`config.mk`:
```
export PLATFORM = sky130hd
export DESIGN_NAME = lab2_proc_imem_resp_drop_queue
export DESIGN_NICKNAME = d
export VERILOG_FILES = /design/src/rtl/lab2_proc_fetch_pkg.sv /design/src/rtl/lab2_proc_imem_resp_queue.sv /design/src/rtl/lab2_proc_imem_resp_drop_queue.sv
export SDC_FILE = /design/constraint.sdc
export NUM_CORES = 1
export LEC_CHECK = 0
export BUFFER_PORTS_ARGS = -buffer_cell sky130_fd_sc_hd__buf_2
export CAP_MARGIN = 20
export CORE_ASPECT_RATIO = 0.7
export CORE_MARGIN = 8
export CORE_UTILIZATION = 45
export CTS_BUF_LIST = sky130_fd_sc_hd__clkbuf_4
export CTS_CLUSTER_SIZE = 28
export DETAILED_ROUTE_END_ITERATION = 8
export GPL_ROUTABILITY_DRIVEN = 0
export GPL_TIMING_DRIVEN = 0
export PLACE_DENSITY = 0.67
export SLEW_MARGIN = 40
export SYNTH_ARGS = -nofsm -noshare
export SYNTH_HDL_FRONTEND = slang
export SYNTH_SLANG_ARGS = --single-unit
```
`constraint.sdc`:
```
create_clock -name clk -period 7.7 [get_ports clk]
set_input_delay 0.77 -clock clk [delete_from_list [all_inputs] [get_ports clk]]
set_output_delay 0.77 -clock clk [all_outputs]
set_load 0.02 [all_outputs]
```
`src/rtl/lab2_proc_fetch_pkg.sv`:
```
// Shared fetch-side types: instruction word, imem response message, count-width helper.
package lab2_proc_fetch_pkg;

  typedef logic [31:0] inst_t;

  localparam inst_t c_fetch_reset_inst = 32'h0;

  typedef struct packed {
    logic [2:0] msg_type;
    logic [7:0] opaque;
    logic [1:0] test;
    logic [1:0] len;
    inst_t      data;
  } mem_resp_4B_t;

  // Bits needed to hold a count in 0..n inclusive.
  function automatic int unsigned cnt_width(input int unsigned n);
    return $clog2(n + 1);
  endfunction

endpackage

```
`src/rtl/lab2_proc_imem_resp_queue.sv`:
```
// Circular instruction buffer of arbitrary depth; pointers wrap at p_num_entries.
module lab2_proc_imem_resp_queue
  import lab2_proc_fetch_pkg::*;
#(
  parameter int unsigned p_num_entries = 2
) (
  input  logic                                    clk,
  input  logic                                    reset,
  input  logic                                    enq_val,
  input  inst_t                                   enq_data,
  input  logic                                    deq,
  output inst_t                                   head,
  output logic [cnt_width(p_num_entries)-1:0]     count,
  output logic                                    full,
  output logic                                    empty
);

  localparam int unsigned PW = (p_num_entries > 1) ? $clog2(p_num_entries) : 1;
  localparam int unsigned CW = cnt_width(p_num_entries);
  localparam logic [PW-1:0] LastPtr = PW'(p_num_entries - 1);

  logic [PW-1:0] head_q, tail_q;
  logic [CW-1:0] count_q;
  inst_t         mem_q [p_num_entries];

  function automatic logic [PW-1:0] bump(input logic [PW-1:0] ptr);
    return (ptr == LastPtr) ? '0 : ptr + 1'b1;
  endfunction

  always_ff @(posedge clk or negedge reset) begin
    if (!reset) begin
      head_q  <= '0;
      tail_q  <= '0;
      count_q <= '0;
    end else begin
      if (enq_val) tail_q <= bump(tail_q);
      if (deq)     head_q <= bump(head_q);
      count_q <= count_q + CW'(enq_val) - CW'(deq);
    end
  end

  always_ff @(posedge clk) begin
    if (enq_val) mem_q[tail_q] <= enq_data;
  end

  assign head  = mem_q[head_q];
  assign count = count_q;
  assign full  = (count_q == CW'(p_num_entries));
  assign empty = (count_q == '0);

endmodule

```
`src/rtl/lab2_proc_imem_resp_drop_queue.sv`:
```
// Imem response queue with credit throttling and squash (drop) handling.
// Optional drop statistics counter enabled by defining PROC_IMEM_DROP_STATS_EN.
module lab2_proc_imem_resp_drop_queue
  import lab2_proc_fetch_pkg::*;
#(
  parameter int unsigned p_num_entries = 2
) (
  input  logic         clk,
  input  logic         reset,
  input  logic         req_fire,
  output logic         req_stall,
  input  logic         resp_val,
  output logic         resp_rdy,
  input  mem_resp_4B_t resp_msg,
  input  logic         drop,
  output logic         inst_val,
  input  logic         inst_rdy,
  output inst_t        inst_data
`ifdef PROC_IMEM_DROP_STATS_EN
  , output logic [31:0] drop_count
`endif
);

  localparam int unsigned CW = cnt_width(p_num_entries);
  localparam logic [CW-1:0] NumEntries = CW'(p_num_entries);

  logic [CW-1:0] n_if_q, n_if_d, n_drop_q, n_drop_d, n_q;
  logic [CW-1:0] n_if_after, n_drop_after;
  logic          q_full, q_empty, q_enq, q_deq;
  inst_t         q_head;
  logic          resp_fire, resp_discard, resp_keep;
  logic          drop_head, drop_resp, drop_future, bypass;

  // Only .data is consumed; the remaining fields are intentionally ignored.
  logic unused_resp_fields;
  assign unused_resp_fields = ^{resp_msg.msg_type, resp_msg.opaque, resp_msg.test, resp_msg.len};

  lab2_proc_imem_resp_queue #(
    .p_num_entries (p_num_entries)
  ) u_queue (
    .clk      (clk),
    .reset    (reset),
    .enq_val  (q_enq),
    .enq_data (resp_msg.data),
    .deq      (q_deq),
    .head     (q_head),
    .count    (n_q),
    .full     (q_full),
    .empty    (q_empty)
  );

  always_comb begin
    req_stall = ({1'b0, n_if_q} + {1'b0, n_q}) >= {1'b0, NumEntries};
    resp_rdy  = !q_full;
    // A response with nothing in flight (e.g. stale after reset) is swallowed.
    resp_fire    = resp_val && resp_rdy && (n_if_q != '0);
    resp_discard = resp_fire && (n_drop_q != '0);
    resp_keep    = resp_fire && !resp_discard;

    n_if_after   = n_if_q - CW'(resp_fire);
    n_drop_after = n_drop_q - CW'(resp_discard);

    drop_head   = drop && !q_empty;
    drop_resp   = drop && q_empty && resp_keep;
    drop_future = drop && q_empty && !resp_keep && (n_if_after > n_drop_after);

    inst_val  = (!q_empty || resp_keep) && !drop;
    inst_data = !q_empty ? q_head : (resp_keep ? resp_msg.data : c_fetch_reset_inst);

    bypass = q_empty && resp_keep && !drop && inst_rdy;
    q_enq  = resp_keep && !drop_resp && !bypass;
    q_deq  = drop_head || (!q_empty && inst_val && inst_rdy);

    n_if_d   = n_if_after + CW'(req_fire);
    n_drop_d = n_drop_after + CW'(drop_future);
  end

  always_ff @(posedge clk or negedge reset) begin
    if (!reset) begin
      n_if_q   <= '0;
      n_drop_q <= '0;
    end else begin
      n_if_q   <= n_if_d;
      n_drop_q <= n_drop_d;
    end
  end

`ifdef PROC_IMEM_DROP_STATS_EN
  logic [31:0] drop_count_q;

  always_ff @(posedge clk or negedge reset) begin
    if (!reset) begin
      drop_count_q <= '0;
    end else begin
      drop_count_q <= drop_count_q + 32'(drop_head) + 32'(drop_resp) + 32'(resp_discard);
    end
  end

  assign drop_count = drop_count_q;
`endif

endmodule

```
; ---- Word level (Yosys, flattened, before mapping)
; Memories as Yosys holds them, arrays and structs flattened.
; Index checks and enable logic that the tools add are counted.
[classes]
add_sub_neg = 9
eq_ne = 1
n_mux = 6
n_reduce_logical = 29
magnitude_cmp = 2
[op_table]
columns = cell, n
row1 = $mux W32, 2
row2 = $logic_and A1 B1 Y1, 17
row3 = $logic_not A1 Y1, 7
row4 = $add A2 B1 Y2, 3
row5 = $sub A2 B1 Y2, 3
row6 = $mux W1, 4
row7 = $reduce_bool A2 Y1, 2
row8 = $add A2 B2 Y3, 1
row9 = $ge A3 B2 Y1 const B, 1
row10 = $add A1 B1 Y1 const B, 2
row11 = $eq A2 B2 Y1 const B, 1
row12 = $gt A2 B2 Y1, 1
row13 = $logic_not A2 Y1, 1
row14 = $logic_or A1 B1 Y1, 2
[word_totals]
out_inout_bits = 35
n_memories = 1
word_cells = 53
register_bits = 8
mem_bits_rw = 64
in_bits = 53
[mem_list]
columns = memory, depth, word_bits, rd, rd_clocked_by_memory_dff, write_ports, line
row1 = u_queue.mem_q, 2, 32, 1, 0, 1, lab2_proc_imem_resp_queue.sv:24  ; inst_t mem_q [p_num_entries];

; ---- Longest topological paths before layout
[logic_depth]
depth_word = 14
mapped_depth = 10
mapped_depth_nobuf = 10

; ---- Hierarchy
; Synthesis repeated with hierarchy kept, for this count alone.
[unflattened]
hier_cells = 256
area_unflattened_um2 = 3719.8
[by_module_without_submodules]
columns = mod, seq_area_each_um2, area_each_um2, cells_per_inst, n_inst
row1 = lab2_proc_imem_resp_queue, 2021.9, 2658.8, 115, 1
row2 = lab2_proc_imem_resp_drop_queue, 100.1, 1061.0, 141, 1

; ---- Worst setup path before layout
; Ideal clock, no wire load.
[synth_path]
path_type = input to register
startpoint = in drop
endpoint = mem u_queue.mem_q[0][0] (netlist bit), enable pin
n_path_buf = 0
arrival_time_ns = 2.544
setup_slack_ns = 4.735
t_required_ns = 7.279
setup_ns = 0.421
stages = 3
path_cell_list = nor2_1 -> o2111ai_4 -> nor2_1
[synth_between]
elab_chain_cells = 7
word_cells_on_any_way = 11
cone_classes = mux: 2 / reduce/logical: 9
[synth_lines]
columns = item, line
row1 = start: declaration, lab2_proc_imem_resp_drop_queue.sv:15  ; input logic drop,
row2 = $logic_and A1 B1 Y1 / $logic_not A1 Y1 (equally long branches), "lab2_proc_imem_resp_drop_queue.sv:64, lab2_proc_imem_resp_drop_queue.sv:70"
row3 = $logic_and A1 B1 Y1 (on tied branches), "lab2_proc_imem_resp_drop_queue.sv:64, lab2_proc_imem_resp_drop_queue.sv:70"
row4 = $logic_not A1 Y1 / $logic_and A1 B1 Y1 (equally long branches), "lab2_proc_imem_resp_drop_queue.sv:71, lab2_proc_imem_resp_drop_queue.sv:70"
row5 = $logic_and A1 B1 Y1 / $logic_not A1 Y1 (equally long branches), lab2_proc_imem_resp_drop_queue.sv:71  ; q_enq = resp_keep && !drop_resp && !bypass;
row6 = $logic_and A1 B1 Y1 *, lab2_proc_imem_resp_drop_queue.sv:71
row7 = $mux W1 *, lab2_proc_imem_resp_queue.sv:43  ; if (enq_val) mem_q[tail_q] <= enq_data;
row8 = $mux W1 (not written as such) *, lab2_proc_imem_resp_queue.sv:43
row9 = end: declaration, lab2_proc_imem_resp_queue.sv:24
; Mark *: on every way between the ends. The rest lies on a longest branch, timed or not.

; ---- Worst setup path after layout
[layout_path]
startpoint = reg u_queue.count_q[1] (netlist: u_queue.count[1])
endpoint = out inst_data[28]
[layout_between]
elab_chain_cells = 9
word_cells_on_any_way = 10
cone_classes = eq/ne: 1 / mux: 2 / reduce/logical: 7
[layout_lines]
columns = item, line
row1 = start: declaration, lab2_proc_imem_resp_queue.sv:23  ; logic [CW-1:0] count_q;
row2 = start signal: assignment, lab2_proc_imem_resp_queue.sv:38  ; count_q <= count_q + CW'(enq_val) - CW'(deq);
row3 = $eq A2 B2 Y1, lab2_proc_imem_resp_queue.sv:48  ; assign full = (count_q == CW'(p_num_entries));
row4 = $logic_not A1 Y1, lab2_proc_imem_resp_drop_queue.sv:54  ; resp_rdy = !q_full;
row5 = $logic_and A1 B1 Y1 (2 in a row), lab2_proc_imem_resp_drop_queue.sv:56  ; resp_fire = resp_val && resp_rdy && (n_if_q != '0);
row6 = $logic_and A1 B1 Y1, lab2_proc_imem_resp_drop_queue.sv:57  ; resp_discard = resp_fire && (n_drop_q != '0);
row7 = $logic_not A1 Y1, lab2_proc_imem_resp_drop_queue.sv:58  ; resp_keep = resp_fire && !resp_discard;
row8 = $logic_and A1 B1 Y1, lab2_proc_imem_resp_drop_queue.sv:58
row9 = $mux W32, lab2_proc_imem_resp_drop_queue.sv:68  ; inst_data = !q_empty ? q_head : (resp_keep ? resp_msg.data : c_fetch_reset_inst);
row10 = $mux W32 *, lab2_proc_imem_resp_drop_queue.sv:68
row11 = end: declaration, lab2_proc_imem_resp_drop_queue.sv:18  ; output inst_t inst_data
; Marks and branches as above.

==> results.yml <==
synthesis:
  synth_mux_area_share_pct: 9.90
  synthSimpleGateAreaFrac_pct: 7.00
  synth_edf_count: 64
  yosysTopAreaCell: "edfxtp_1"
  synth_top_family_by_area: "multiplexers"
  synth_common_cells: "64 x edfxtp_1, 33 x nand2_1, 32 x mux2i_1, 32 x o22ai_1"
  ys_seq_area_share_pct: 65.6
  synth_top_area_share_pct: 59.4
  avgSynthCellArea_um2: 14.1
  synthTopCellsByArea: "edfxtp_1 59%, mux2i_1 9.9%, dfrtp_1 6.2%"
  async_flop_share_pct: 11.1
  synth-adder-area-share_pct: 3.71
  netlist_area_um2: 3230
  synthCells: 229
  syn_nets: 291
  synth_compound_area_share_pct: 7.78
  ys_types: 29
  synth_xor_area_share_pct: 2.17
  ys_seq_elements: 72
  synth-main-ff-cell: "edfxtp_1"
  yosysMostFrequentCell: "edfxtp_1"
  ys_warn_count: 0
clocking:
  clock_latency_ns: 0.41
  cts_buffers: 9
  post-cts-setup-buffer-count: 0
  htree_levels: 3
  clk_path_buf_depth: 2
  cts_resized: 0
  clockRootBuffer: "clkbuf_4"
  cts.clk_slew.worst_paths_ns: 0.11
  cts_sinks: 72
  cts_tree: "yes"
  hold_buffers: 0
finish:
  drive_gt1_share_pct: 35.0
  nets: 376
  fill_cells: 607
  area.sequential_um2: 2120
  area_growth_pct: 20.2
  multi_input_area_um2: 1000
  diodes: 0
sta:
  finalHoldViolCount: 0
  worstMarginPinSlew_ns: 0.545
  worst_slack_ns: 4.97
  fmaxAchievable_ghz: 0.367
  slew_viol_final: 0
  fin_crit_ns: 2.73
  fin_skew_ns: 0.00964
  tns_ns: 0
  rsz0062_at_grt: "false"
  relSlewSlack_pct: 63.7
  setup_viol: 0
  finalCritPeriodShare_pct: 35.4
worst_setup_path:
  worst-path-buf-inv: 2
  cp_cell_sequence: "nor2_2 -> clkbuf_1 -> nand2_1 -> o22ai_1 -> buf_2"
  worstPathMaxFanout: 10
  end_kind: "output pin"
  critPathKind: "reg2out"
  required_ns: 6.93
  arrival_ns: 1.96
  critical-path-top-delay-family: "buffers and inverters"
  start_kind: "flop"
  slowest_stage: "dfrtp_1"
  cp_slowest_stage_delay_ns: 0.47
power_and_ir_drop:
  total_power_mw: 1.48
  powerDensity_nw_per_um2: 382
  vdd_ir_drop_max_v: 0.000174
  leakage_nw: 1.56
min_path:
  hold_path_class: "in2async"
floorplan:
  die-area_um2: 10200
  io_pins: 88
  core_um2: 7120
  start_util_pct: 45.4
  die_x_um: 117
  die_h_um: 86.9
  num_rows: 26
drt:
  first_pass_iters: 4
  wl_um: 6890
  avgRoutedWirePerCell_um: 16.6
  antenna_left: 0
  route.detailed.drc: 0
  drt_iter0_markers: 127
  vias_per_cell: 4.96
  vias: 2060
outcome:
  status: "finished clean"
grt:
  antenna_found_initial: 0
  gr-usage-all-layers_pct: 14.3
  grt_max_degree: 19
  grt_pass1_vias: 2252
  grt_overflow: 0
  grt_pass1_wl_um: 11300
placement:
  hpwlAfterDp_um: 4850
  portBuffers: 72
  dp_slack_ns: 5.04
job:
  drv_cap: 0
-- layout make-up --
class | count | share of cell area, %
Clock buffer | 10 | 1.93
Tap cell | 98 | 3.16
Timing Repair Buffer | 74 | 10.7
Sequential cell | 72 | 54.6
Buffer | 14 | 2.32
Clock inverter | 4 | 0.612
Multi-Input combinational cell | 134 | 25.8
Inverter | 9 | 0.869
-- logic make-up after synthesis --
kind of cell               after synthesis
DFF                                     72
and+or+nand+nor                         48
AOI/OAI and AO/OA                       37
muxes                                   32
buffers and inverters                   23
adders and majority gates                9
xor gates and xnor gates                 8
-- metal layers --
metal  GRT usage, %  wire length [um]
met5              0                 0
met4           4.57                65
met3           5.89               398
met2           21.7              3110
met1           18.1              3310
-- report_power, final --
| group | internal [mW] | switching, mW | leakage, nW |
|---|---|---|---|
| clock network | 0.0655 | 0.124 | 0.0619 |
| registers | 0.487 | 0.0307 | 0.671 |
| logic | 0.303 | 0.475 | 0.829 |
| total | 0.855 | 0.629 | 1.56 |
-- registers in the layout, indices dropped and copies added (netlist names) --
| name | count |
|---|---|
| u_queue.head_q | 1 |
| u_queue.count | 2 |
| u_queue.mem_q | 64 |
| n_drop_q | 2 |
| n_if_q | 2 |
| u_queue.tail_q | 1 |
-- metrics by stage --
stage / cells / hold WS (ns) / area [um^2] / utilization (%)
floorplan: 229 / 0.467 / 3230 / -
global placement: 399 / 0.482 / 3720 / 52.2
detailed placement: 401 / 0.542 / 3790 / 53.2
CTS: 415 / 0.168 / 3890 / 54.5
global route: 415 / 0.160 / 3890 / 54.5
finish: 415 / 0.186 / 3890 / 54.5
-- path summary, 6_finish.rpt --
kind	slack [ns]	cells past startpoint	to	startpoint
worst max-delay path	4.97	5	inst_data[28]	u_queue.count[1]
worst min-delay path	0.19	1	n_drop_q[0]	reset
worst max register to register	5.37	10	n_drop_q[1]	u_queue.count[1]
worst min register to register	0.55	1	u_queue.tail_q	u_queue.tail_q
max in group asynchronous	7.33	1	u_queue.count[0]	reset
min in group clk	0.55	1	u_queue.tail_q	u_queue.tail_q
-- placed cells by master (no fill, tap or decap), types with 3 or more instances in the layout --
cell | synthesis | routed
mux2i_1 | 32 | 32
ha_1 | 8 | 8
buf_4 | 6 | 6
dfrtp_1 | 8 | 8
edfxtp_1 | 64 | 64
nand2_1 | 33 | 33
nor2_1 | 5 | 3
o22ai_1 | 32 | 32
xor2_1 | 3 | 3
clkbuf_4 | 3 | 13
buf_2 | 3 | 75
clkinv_2 | 0 | 3
xnor2_1 | 5 | 5
inv_1 | 8 | 8
nor2_2 | 3 | 3
Note: power is estimated with default switching activity, not from simulation.
